`config.mk`:
```
export PLATFORM = sky130hd
export DESIGN_NAME = enc_pwm_mixer
export DESIGN_NICKNAME = d
export VERILOG_FILES = /design/src/rtl/enc_pwm_mixer_pkg.sv /design/src/rtl/enc_pwm_mixer_channel.sv /design/src/rtl/enc_pwm_mixer.sv
export SDC_FILE = /design/constraint.sdc
export NUM_CORES = 1
export LEC_CHECK = 0
export ABC_AREA = 1
export BUFFER_PORTS_ARGS = -buffer_cell sky130_fd_sc_hd__clkbuf_2
export CELL_PAD_IN_SITES_DETAIL_PLACEMENT = 1
export CELL_PAD_IN_SITES_GLOBAL_PLACEMENT = 1
export CORE_MARGIN = 4
export CORE_UTILIZATION = 44
export CTS_CLUSTER_DIAMETER = 120
export DETAILED_ROUTE_END_ITERATION = 16
export PLACE_DENSITY = 0.89
export SETUP_SLACK_MARGIN = 0.2
export SKIP_LAST_GASP = 1
export SYNTH_ARGS = -nofsm -noshare
export SYNTH_HDL_FRONTEND = slang
export SYNTH_SLANG_ARGS = --single-unit
```
`constraint.sdc`:
```
create_clock -name clk -period 2.1 [get_ports clk]
set_input_delay 0.105 -clock clk [delete_from_list [all_inputs] [get_ports clk]]
set_output_delay 0.105 -clock clk [all_outputs]
set_load 0.005 [all_outputs]
```
`src/rtl/enc_pwm_mixer_pkg.sv`:
```
// Shared defaults, detent direction type and the saturating/wrapping step
// arithmetic used by every encoder channel.
package enc_pwm_mixer_pkg;

    localparam int DEF_NUM_CH          = 3;
    localparam int DEF_PWM_W           = 8;
    localparam int DEF_DEBOUNCE_CYCLES = 4;
    localparam int DEF_PRESCALE        = 1;
    localparam int DEF_STEP            = 1;

    typedef enum logic {
        DIR_CW  = 1'b0,
        DIR_CCW = 1'b1
    } dir_e;

    // Applies one detent to a duty value of the given width. Values are carried
    // in 32 bits so the sum/difference never overflows before clamping/wrapping.
    function automatic logic [31:0] step_value(
        input logic [31:0] cur,
        input logic [31:0] step,
        input dir_e        dir,
        input logic        sat,
        input int          width
    );
        logic [31:0] max_val;
        logic [31:0] res;
        max_val = (32'd1 << width) - 32'd1;
        if (dir == DIR_CW) begin
            res = cur + step;
            if (res > max_val) begin
                res = sat ? max_val : (res & max_val);
            end
        end else begin
            if (step > cur) begin
                res = sat ? 32'd0 : ((cur - step) & max_val);
            end else begin
                res = cur - step;
            end
        end
        return res;
    endfunction

endpackage

```
`src/rtl/enc_pwm_mixer_channel.sv`:
```
// One encoder channel: two-flop synchroniser, A/B debouncers, A-rise detent
// decode and the duty value register with its load override.
module enc_channel
    import enc_pwm_mixer_pkg::*;
#(
    parameter int PWM_W           = DEF_PWM_W,
    parameter int DEBOUNCE_CYCLES = DEF_DEBOUNCE_CYCLES,
    parameter int STEP            = DEF_STEP
) (
    input  logic             clk,
    input  logic             reset_n,
    input  logic             enc_a,
    input  logic             enc_b,
    input  logic             sat_mode,
    input  logic             load_hit,
    input  logic [PWM_W-1:0] load_val,
    output logic [PWM_W-1:0] value
);

    localparam int CNT_W = $clog2(DEBOUNCE_CYCLES + 1);

    // Bit 0 carries phase A, bit 1 carries phase B.
    logic [1:0]       sync1;
    logic [1:0]       sync2;
    logic [1:0]       deb;
    logic [CNT_W-1:0] deb_cnt [2];
    logic             deb_a_prev;
    logic             detent;
    dir_e             dir;

    always_ff @(posedge clk or negedge reset_n) begin
        if (!reset_n) begin
            sync1      <= '0;
            sync2      <= '0;
            deb        <= '0;
            deb_a_prev <= 1'b0;
            for (int k = 0; k < 2; k++) begin
                deb_cnt[k] <= '0;
            end
        end else begin
            sync1      <= {enc_b, enc_a};
            sync2      <= sync1;
            deb_a_prev <= deb[0];
            for (int k = 0; k < 2; k++) begin
                if (sync2[k] == deb[k]) begin
                    deb_cnt[k] <= '0;
                end else if (deb_cnt[k] == CNT_W'(DEBOUNCE_CYCLES - 1)) begin
                    deb[k]     <= sync2[k];
                    deb_cnt[k] <= '0;
                end else begin
                    deb_cnt[k] <= deb_cnt[k] + CNT_W'(1);
                end
            end
        end
    end

    assign detent = deb[0] & ~deb_a_prev;
    assign dir    = deb[1] ? DIR_CCW : DIR_CW;

    // A load on the same cycle as a detent wins and the detent is lost.
    always_ff @(posedge clk or negedge reset_n) begin
        if (!reset_n) begin
            value <= '0;
        end else if (load_hit) begin
            value <= load_val;
        end else if (detent) begin
            value <= PWM_W'(step_value(32'(value), 32'(STEP), dir, sat_mode, PWM_W));
        end
    end

endmodule

```
`src/rtl/enc_pwm_mixer.sv`:
```
// Multi-channel encoder/PWM mixer: per-channel encoder value registers plus a
// shared prescaled PWM counter and one registered comparator per channel.
module enc_pwm_mixer
    import enc_pwm_mixer_pkg::*;
#(
    parameter int NUM_CH          = DEF_NUM_CH,
    parameter int PWM_W           = DEF_PWM_W,
    parameter int DEBOUNCE_CYCLES = DEF_DEBOUNCE_CYCLES,
    parameter int PRESCALE        = DEF_PRESCALE,
    parameter int STEP            = DEF_STEP,
    localparam int CH_W           = (NUM_CH > 1) ? $clog2(NUM_CH) : 1
) (
    input  logic                    clk,
    input  logic                    reset_n,
    input  logic [NUM_CH-1:0]       enc_a,
    input  logic [NUM_CH-1:0]       enc_b,
    input  logic [NUM_CH-1:0]       sat_mode,
    input  logic                    load_en,
    input  logic [CH_W-1:0]         load_ch,
    input  logic [PWM_W-1:0]        load_val,
    output logic [NUM_CH*PWM_W-1:0] value_o,
    output logic [NUM_CH-1:0]       pwm_out
);

    localparam int PRE_W = (PRESCALE > 1) ? $clog2(PRESCALE) : 1;

    logic [NUM_CH-1:0] load_hit;
    logic [PRE_W-1:0]  pre_cnt;
    logic              pre_tick;
    logic [PWM_W-1:0]  pwm_cnt;

    // Out-of-range channel numbers simply match no channel.
    for (genvar i = 0; i < NUM_CH; i++) begin : g_ch
        assign load_hit[i] = load_en && (load_ch == CH_W'(i));

        enc_channel #(
            .PWM_W           (PWM_W),
            .DEBOUNCE_CYCLES (DEBOUNCE_CYCLES),
            .STEP            (STEP)
        ) u_channel (
            .clk      (clk),
            .reset_n  (reset_n),
            .enc_a    (enc_a[i]),
            .enc_b    (enc_b[i]),
            .sat_mode (sat_mode[i]),
            .load_hit (load_hit[i]),
            .load_val (load_val),
            .value    (value_o[i*PWM_W +: PWM_W])
        );
    end

    assign pre_tick = (pre_cnt == PRE_W'(PRESCALE - 1));

    always_ff @(posedge clk or negedge reset_n) begin
        if (!reset_n) begin
            pre_cnt <= '0;
            pwm_cnt <= '0;
        end else if (pre_tick) begin
            pre_cnt <= '0;
            pwm_cnt <= pwm_cnt + PWM_W'(1);
        end else begin
            pre_cnt <= pre_cnt + PRE_W'(1);
        end
    end

    // Comparators read the live value registers, so duty changes apply on the next count.
    always_ff @(posedge clk or negedge reset_n) begin
        if (!reset_n) begin
            pwm_out <= '0;
        end else begin
            for (int i = 0; i < NUM_CH; i++) begin
                pwm_out[i] <= (value_o[i*PWM_W +: PWM_W] > pwm_cnt);
            end
        end
    end

endmodule

```
==> After elaboration in Yosys (flattened, before gate mapping) <==
Index checks and enable logic that the tools add are counted.
{ "classes": {"n_addsub": 14, "n_lt_le_gt_ge": 9, "eq_ne": 14, "mux": 37, "bitwise_logic": 12, "n_reduce_logical": 13} }
{ "ops": {"columns": ["operator", "n"], "rows": [
  ["8-bit two-way mux", 21],
  ["3-bit two-way mux", 12],
  ["8-bit by 1-bit adder with 9-bit output, second input constant", 3],
  ["9-bit by 8-bit > comparator with 1-bit output, second input constant", 3],
  ["1-bit by 8-bit > comparator with 1-bit output, first input constant", 3],
  ["8-bit > comparator", 3],
  ["8-bit by 1-bit subtractor with 8-bit output, second input constant", 3],
  ["3-bit by 1-bit adder with 3-bit output, second input constant", 6],
  ["3-bit by 2-bit equality test with 1-bit output, second input constant", 6],
  ["2-bit AND reduction", 6],
  ["1-bit NOT", 9],
  ["8-bit by 1-bit adder with 8-bit output, second input constant", 1],
  ["1-bit equality test", 6],
  ["2-bit nonzero test", 3],
  ["1-bit two-way mux", 4],
  ["1-bit AND", 3],
  ["1-bit logical AND", 3],
  ["2-bit by 1-bit equality test with 1-bit output, second input constant", 1],
  ["2-bit equality test, second input constant", 1],
  ["2-bit logical NOT", 1],
  ["1-bit adder, second input constant", 1]
]} }
{ "totals": {"ff_bits": 75, "inputBits": 22, "output_inout_bits": 27, "word_cells": 126} }

==> Longest topological paths before layout <==
{ "depth": {"ltp_word": 6, "depth_mapped": 14} }

==> Cells and area by module <==
From an unflattened synthesis, not the netlist that was laid out.
{ "unflattened": {"cells_unflattened": 708, "area_unflattened_um2": 5073.6} }
{ "by_module_without_submodules": {"columns": ["module", "instances", "cells_per_inst", "area_per_inst_um2", "seq_area_each_um2"], "rows": [
  ["enc_channel", 3, 194, 1358.8, 525.5],
  ["enc_pwm_mixer", 1, 126, 997.2, 275.3]
]} }

==> Least setup slack after synthesis <==
Ideal clock, no wire load.
{ "synth_path": {"kind": "reg-to-reg", "from": "register g_ch[1].u_channel.value[0]", "to": "register g_ch[1].u_channel.value[3]", "setup_time_ns": 0.116, "arrival_time_ns": 1.495, "setup_slack_ns": 0.489, "path_stages_with_launch": 12, "path_buffers": 0, "synth_period_minus_slack_ns": 1.611, "path_cell_list": "dfrtp_1 inv_1 ha_1 nand3_2 nor2_1 a21oi_2 nand2_1 o211ai_1 inv_1 nand2_1 nand2_1 nand2_1"} }
{ "synth_via": {"elab_chain_len": 6, "elab_cells_between_ends": 11, "classes_between": "add/sub (2); order compare (2); mux (7)"} }
{ "synth_rtl": {"columns": ["item", "line_no", "text"], "rows": [
  ["from (decl)", "enc_pwm_mixer_channel.sv:17", "output logic [PWM_W-1:0] value"],
  ["from (signal assigned)", "enc_pwm_mixer_channel.sv:65", "value <= load_val;"],
  ["from (signal assigned)", "enc_pwm_mixer_channel.sv:67", "value <= PWM_W'(step_value(32'(value), 32'(STEP), dir, sat_mode, PWM_W));"],
  ["8-bit by 1-bit adder with 9-bit output / 8-bit by 1-bit subtractor with 8-bit output (equally long branches)", "enc_pwm_mixer_pkg.sv:29, enc_pwm_mixer_pkg.sv:35, enc_pwm_mixer_pkg.sv:37", null],
  ["9-bit by 8-bit > comparator with 1-bit output (tied with other cells)", "enc_pwm_mixer_pkg.sv:30", "if (res > max_val) begin"],
  ["8-bit two-way mux (on tied branches)", "enc_pwm_mixer_pkg.sv:30, enc_pwm_mixer_pkg.sv:34", null],
  ["8-bit two-way mux (*)", "enc_pwm_mixer_pkg.sv:28", "if (dir == DIR_CW) begin"],
  ["8-bit two-way mux (*)", "enc_pwm_mixer_channel.sv:66", "end else if (detent) begin"],
  ["8-bit two-way mux (*)", "enc_pwm_mixer_channel.sv:64", "end else if (load_hit) begin"]
]} }
Every way passes the cells marked *; elsewhere a longest branch is shown, timed or not. The select of a mux whose other input is x is not followed.
A chain may end at the register's enable or synchronous reset.

==> Worst setup path in the final report <==
{ "layout_path": {"from": "register g_ch[2].u_channel.value[0]", "to": "register g_ch[2].u_channel.value[2]"} }
{ "layout_via": {"elab_chain_len": 6, "elab_cells_between_ends": 11, "classes_between": "add/sub (2); order compare (2); mux (7)"} }
{ "layout_rtl": {"columns": ["item", "line_no"], "rows": [
  ["from (decl)", "enc_pwm_mixer_channel.sv:17"],
  ["from (signal assigned)", "enc_pwm_mixer_channel.sv:65"],
  ["from (signal assigned)", "enc_pwm_mixer_channel.sv:67"],
  ["8-bit by 1-bit adder with 9-bit output / 8-bit by 1-bit subtractor with 8-bit output (equally long branches)", "enc_pwm_mixer_pkg.sv:29, enc_pwm_mixer_pkg.sv:35, enc_pwm_mixer_pkg.sv:37"],
  ["9-bit by 8-bit > comparator with 1-bit output (tied with other cells)", "enc_pwm_mixer_pkg.sv:30"],
  ["8-bit two-way mux (on tied branches)", "enc_pwm_mixer_pkg.sv:30, enc_pwm_mixer_pkg.sv:34"],
  ["8-bit two-way mux (*)", "enc_pwm_mixer_pkg.sv:28"],
  ["8-bit two-way mux (*)", "enc_pwm_mixer_channel.sv:66"],
  ["8-bit two-way mux (*)", "enc_pwm_mixer_channel.sv:64"]
]} }
Marked as above.

==> results.py <==
metrics = {
    "global_route": {
        "grt_usage": 0.234,
        "grt_pass1_wl_microns": 24000,
        "grt_pass1_vias": 5071,
        "grt-ovfl-total": 0,
        "antenna_found_initial": 0,
        "grt_max_degree": 45,
    },
    "detailed_routing": {
        "routed.top_layer": "met4",
        "vias": 4643,
        "wl_met3_microns": 676,
        "drt-pass1-iter-count": 4,
        "viasPerCell": 5.32,
        "totalWireLength_microns": 14500,
        "dr_wl_met2_microns": 7410,
        "drc": 0,
        "wl_met1_microns": 6100,
        "antenna_left": 0,
        "post_drt_wl_per_cell_microns": 16.6,
        "drt_iter0_drc": 317,
    },
    "cells_and_area": {
        "diodes": 0,
        "fin_nets": 789,
        "drive_above_1_share": 0.164,
        "fin_util": 0.536,
        "syn_to_final_growth_pct": 18.2,
    },
    "timing": {
        "final-hold-violation-count": 0,
        "period_needed_ns": 1.80,
        "tns_ns": 0,
        "period_share": 0.858,
        "slew_violations": 0,
        "relSlewSlack": 0.513,
        "rsz0062_at_grt": "no",
        "timing.fmax_mhz": 555,
        "worst_slew_pin_slew_ns": 0.730,
        "whs_ns": 0.135,
        "skew_ns": 0.00749,
        "finalSetupViolations": 0,
    },
    "floorplan": {
        "dieWidth_microns": 114,
        "fp.dieH_microns": 114,
        "num_rows": 38,
        "die_area_sq_um": 13000,
        "core_sq_um": 10900,
        "start_util": 0.453,
        "io_pins": 49,
    },
    "critical_path": {
        "critPathArrivalTime_ns": 2.08,
        "r2r_setup_slack_ns": 0.30,
        "critPathMaxFanout": 6,
        "timing_worst_setup_path_type": "register to register",
        "crit_end": "g_ch[2].u_channel.value[2]",
        "cp.required_ns": 2.38,
        "critPathCaptureType": "register",
        "cp_common_cell": "nand2_1",
        "startpoint": "g_ch[2].u_channel.value[0]",
        "path_cells": "inv_2 > ha_1 > nor2_1 > nand3_1 > nor2_1 > nand2_1 > nor2_1 > nand2_1 > nand2_1 > nand2_2 > nand2_1 > nand2_1 > nand2_1",
        "cp.depth": 13,
        "cp-start-kind": "register",
        "max_stage_delay_ns": 0.43,
        "critPathSlowestCell": "dfrtp_2",
        "r2r_cells": 13,
        "crit_family": "simple AND/OR/NAND/NOR gates",
        "r2r_start": "g_ch[2].u_channel.value[0]",
        "crit_buf_inv": 1,
        "r2r_end": "g_ch[2].u_channel.value[2]",
    },
    "synth": {
        "synth_area_leaders": "dfrtp_1 37%, nand2_1 12%, ha_1 10%, inv_1 8.4%, nand3_1 5.2%",
        "netlist.area_leader.share": 0.374,
        "post-synth-top-count-cell": "nand2_1",
        "synth-edff-count": 0,
        "ys_seq_elements": 74,
        "yosys-top-cells-count": "160 x nand2_1, 111 x inv_1, 74 x dfrtp_1, 51 x nand3_1, 49 x nor2_1",
        "ys_seq_area_frac": 0.374,
        "synth_ff_type": "dfrtp_1",
        "syn-instance-count": 665,
        "ys_warn_count": 0,
        "synthArstFlopShare": 1.00,
        "syn_area_sq_um": 4960,
        "yosysUniqueCellTypes": 32,
        "synth.avg_cell_area_sq_um": 7.45,
        "synth_fp_nets": 727,
        "synth_top_area_cell": "dfrtp_1",
    },
    "min_path": {
        "holdPathStages": 3,
        "hold_path_class": "input pin to register",
    },
    "clocking": {
        "cts_buffers": 9,
        "cts_root_buf": "clkbuf_16",
        "htree_levels": 3,
        "cts.reportedPaths.clkPinSlew_ns": 0.06,
        "tritoncts": "built",
        "cts_buffer_depth": 2,
        "numClockSinks": 74,
        "clk_latency_ns": 0.34,
    },
    "pwr": {
        "power.density_nw_per_um2": 1440,
        "max-vdd-ir-drop_mv": 0.747,
        "p_total_w": 0.00841,
        "p_leak_nw": 3.14,
    },
    "placed_design": {
        "dpl.hpwl_microns": 10700,
        "gp_congestion": 0.898,
        "port_buffers": 48,
    },
    "flow_run": {
        "cap_violations": 0,
    },
    "run_status": {
        "status": "complete, no violations",
    },
}
[state kept, by name, summed over array words and instances (netlist names)]
register and cells:
g_ch.u_channel.value 24, pwm_cnt 8, g_ch.u_channel.sync1 6, g_ch.u_channel.deb_cnt 18, g_ch.u_channel.deb 6, pwm_out 3
g_ch.u_channel.sync2 6, g_ch.u_channel.deb_a_prev 3
[routing by layer]
layer,global-route usage,vias up
met2,0.404,115
met1,0.276,2266
li1,-,2241
met5,0,-
met3,0.0418,21
met4,0.123,0
[where the power goes]
part	switching [W]	internal [W]	leakage, nW
registers	0.000746	0.00188	0.906
logic	0.00246	0.00165	2.08
clock network	0.000611	0.00107	0.156
[logic make-up after synthesis]
family	count (synthesis)	share of synthesized area
multiplexers	3	0.00682
XOR/XNOR	31	0.0548
adder cells (fa/ha/maj)	40	0.101
AND/OR/NAND/NOR	306	0.271
flip-flops	74	0.374
AO/OA/AOI/OAI	82	0.0919
buffers and inverters	129	0.101
[cell usage in the layout (no fill, tap or decap), types with 6 or more instances in the layout]
| master | instances |
|---|---|
| o21ai_0 | 41 |
| nor3b_1 | 6 |
| dfrtp_2 | 11 |
| nand2_2 | 6 |
| nand3_1 | 50 |
| dlygate4sd3_1 | 7 |
| xor2_1 | 21 |
| inv_1 | 108 |
| nand2_1 | 160 |
| ha_1 | 36 |
| o211ai_1 | 6 |
| inv_2 | 6 |
| nor3_1 | 14 |
| dfrtp_1 | 63 |
| nor2_1 | 46 |
| clkbuf_2 | 47 |
| buf_4 | 11 |
| clkbuf_16 | 9 |
| a21oi_1 | 22 |
| nand4_1 | 10 |
| xnor2_1 | 10 |
[area by class of cell]
class,count,area (sq um)
inverters,114,428
multi-input cells,462,2660
repair buffers,66,408
fillers,1384,5080
well taps,140,175
flip-flops and latches,74,1870
clock buffers,11,243
clock inverters,5,77.6
[stage by stage]
| stage | setup WS, ns | cells | cell area, sq um |
|---|---|---|---|
| finish | 0.298 | 872 | 5860 |
| global placement | 0.168 | 844 | 5360 |
| detailed placement | 0.155 | 844 | 5360 |
| floorplan | 0.489 | 665 | 4960 |
| global route | 0.145 | 872 | 5860 |
| CTS | 0.220 | 867 | 5750 |
[tightest hold or removal path, cell delays in order]
cell      delay, ns
clkbuf_2       0.13
o211ai_1       0.12
nand2_1        0.08
[worst min path at each step]
| stage | to | slack (ns) | from |
|---|---|---|---|
| floorplan | g_ch[0].u_channel.deb[0] | -0.19 | reset_n |
| global placement | g_ch[2].u_channel.value[7] | 0.14 | reset_n |
| detailed placement | g_ch[2].u_channel.value[7] | 0.15 | reset_n |
| CTS | g_ch[2].u_channel.value[5] | 0.12 | load_val[5] |
| global route | g_ch[2].u_channel.value[6] | 0.12 | load_val[6] |
| finish | g_ch[2].u_channel.value[6] | 0.13 | load_val[6] |
[timing repair]
item / CTS / global route
endpoints found under the setup margin: 11 / 23
hold buffers: 7 / 0
pin swaps: 0 / 1
setup buffers: 0 / 5
hold endpoints to repair: 49 / 0
gates resized for setup: 2 / 24
No activity file was read; power rests on OpenSTA's default activity.
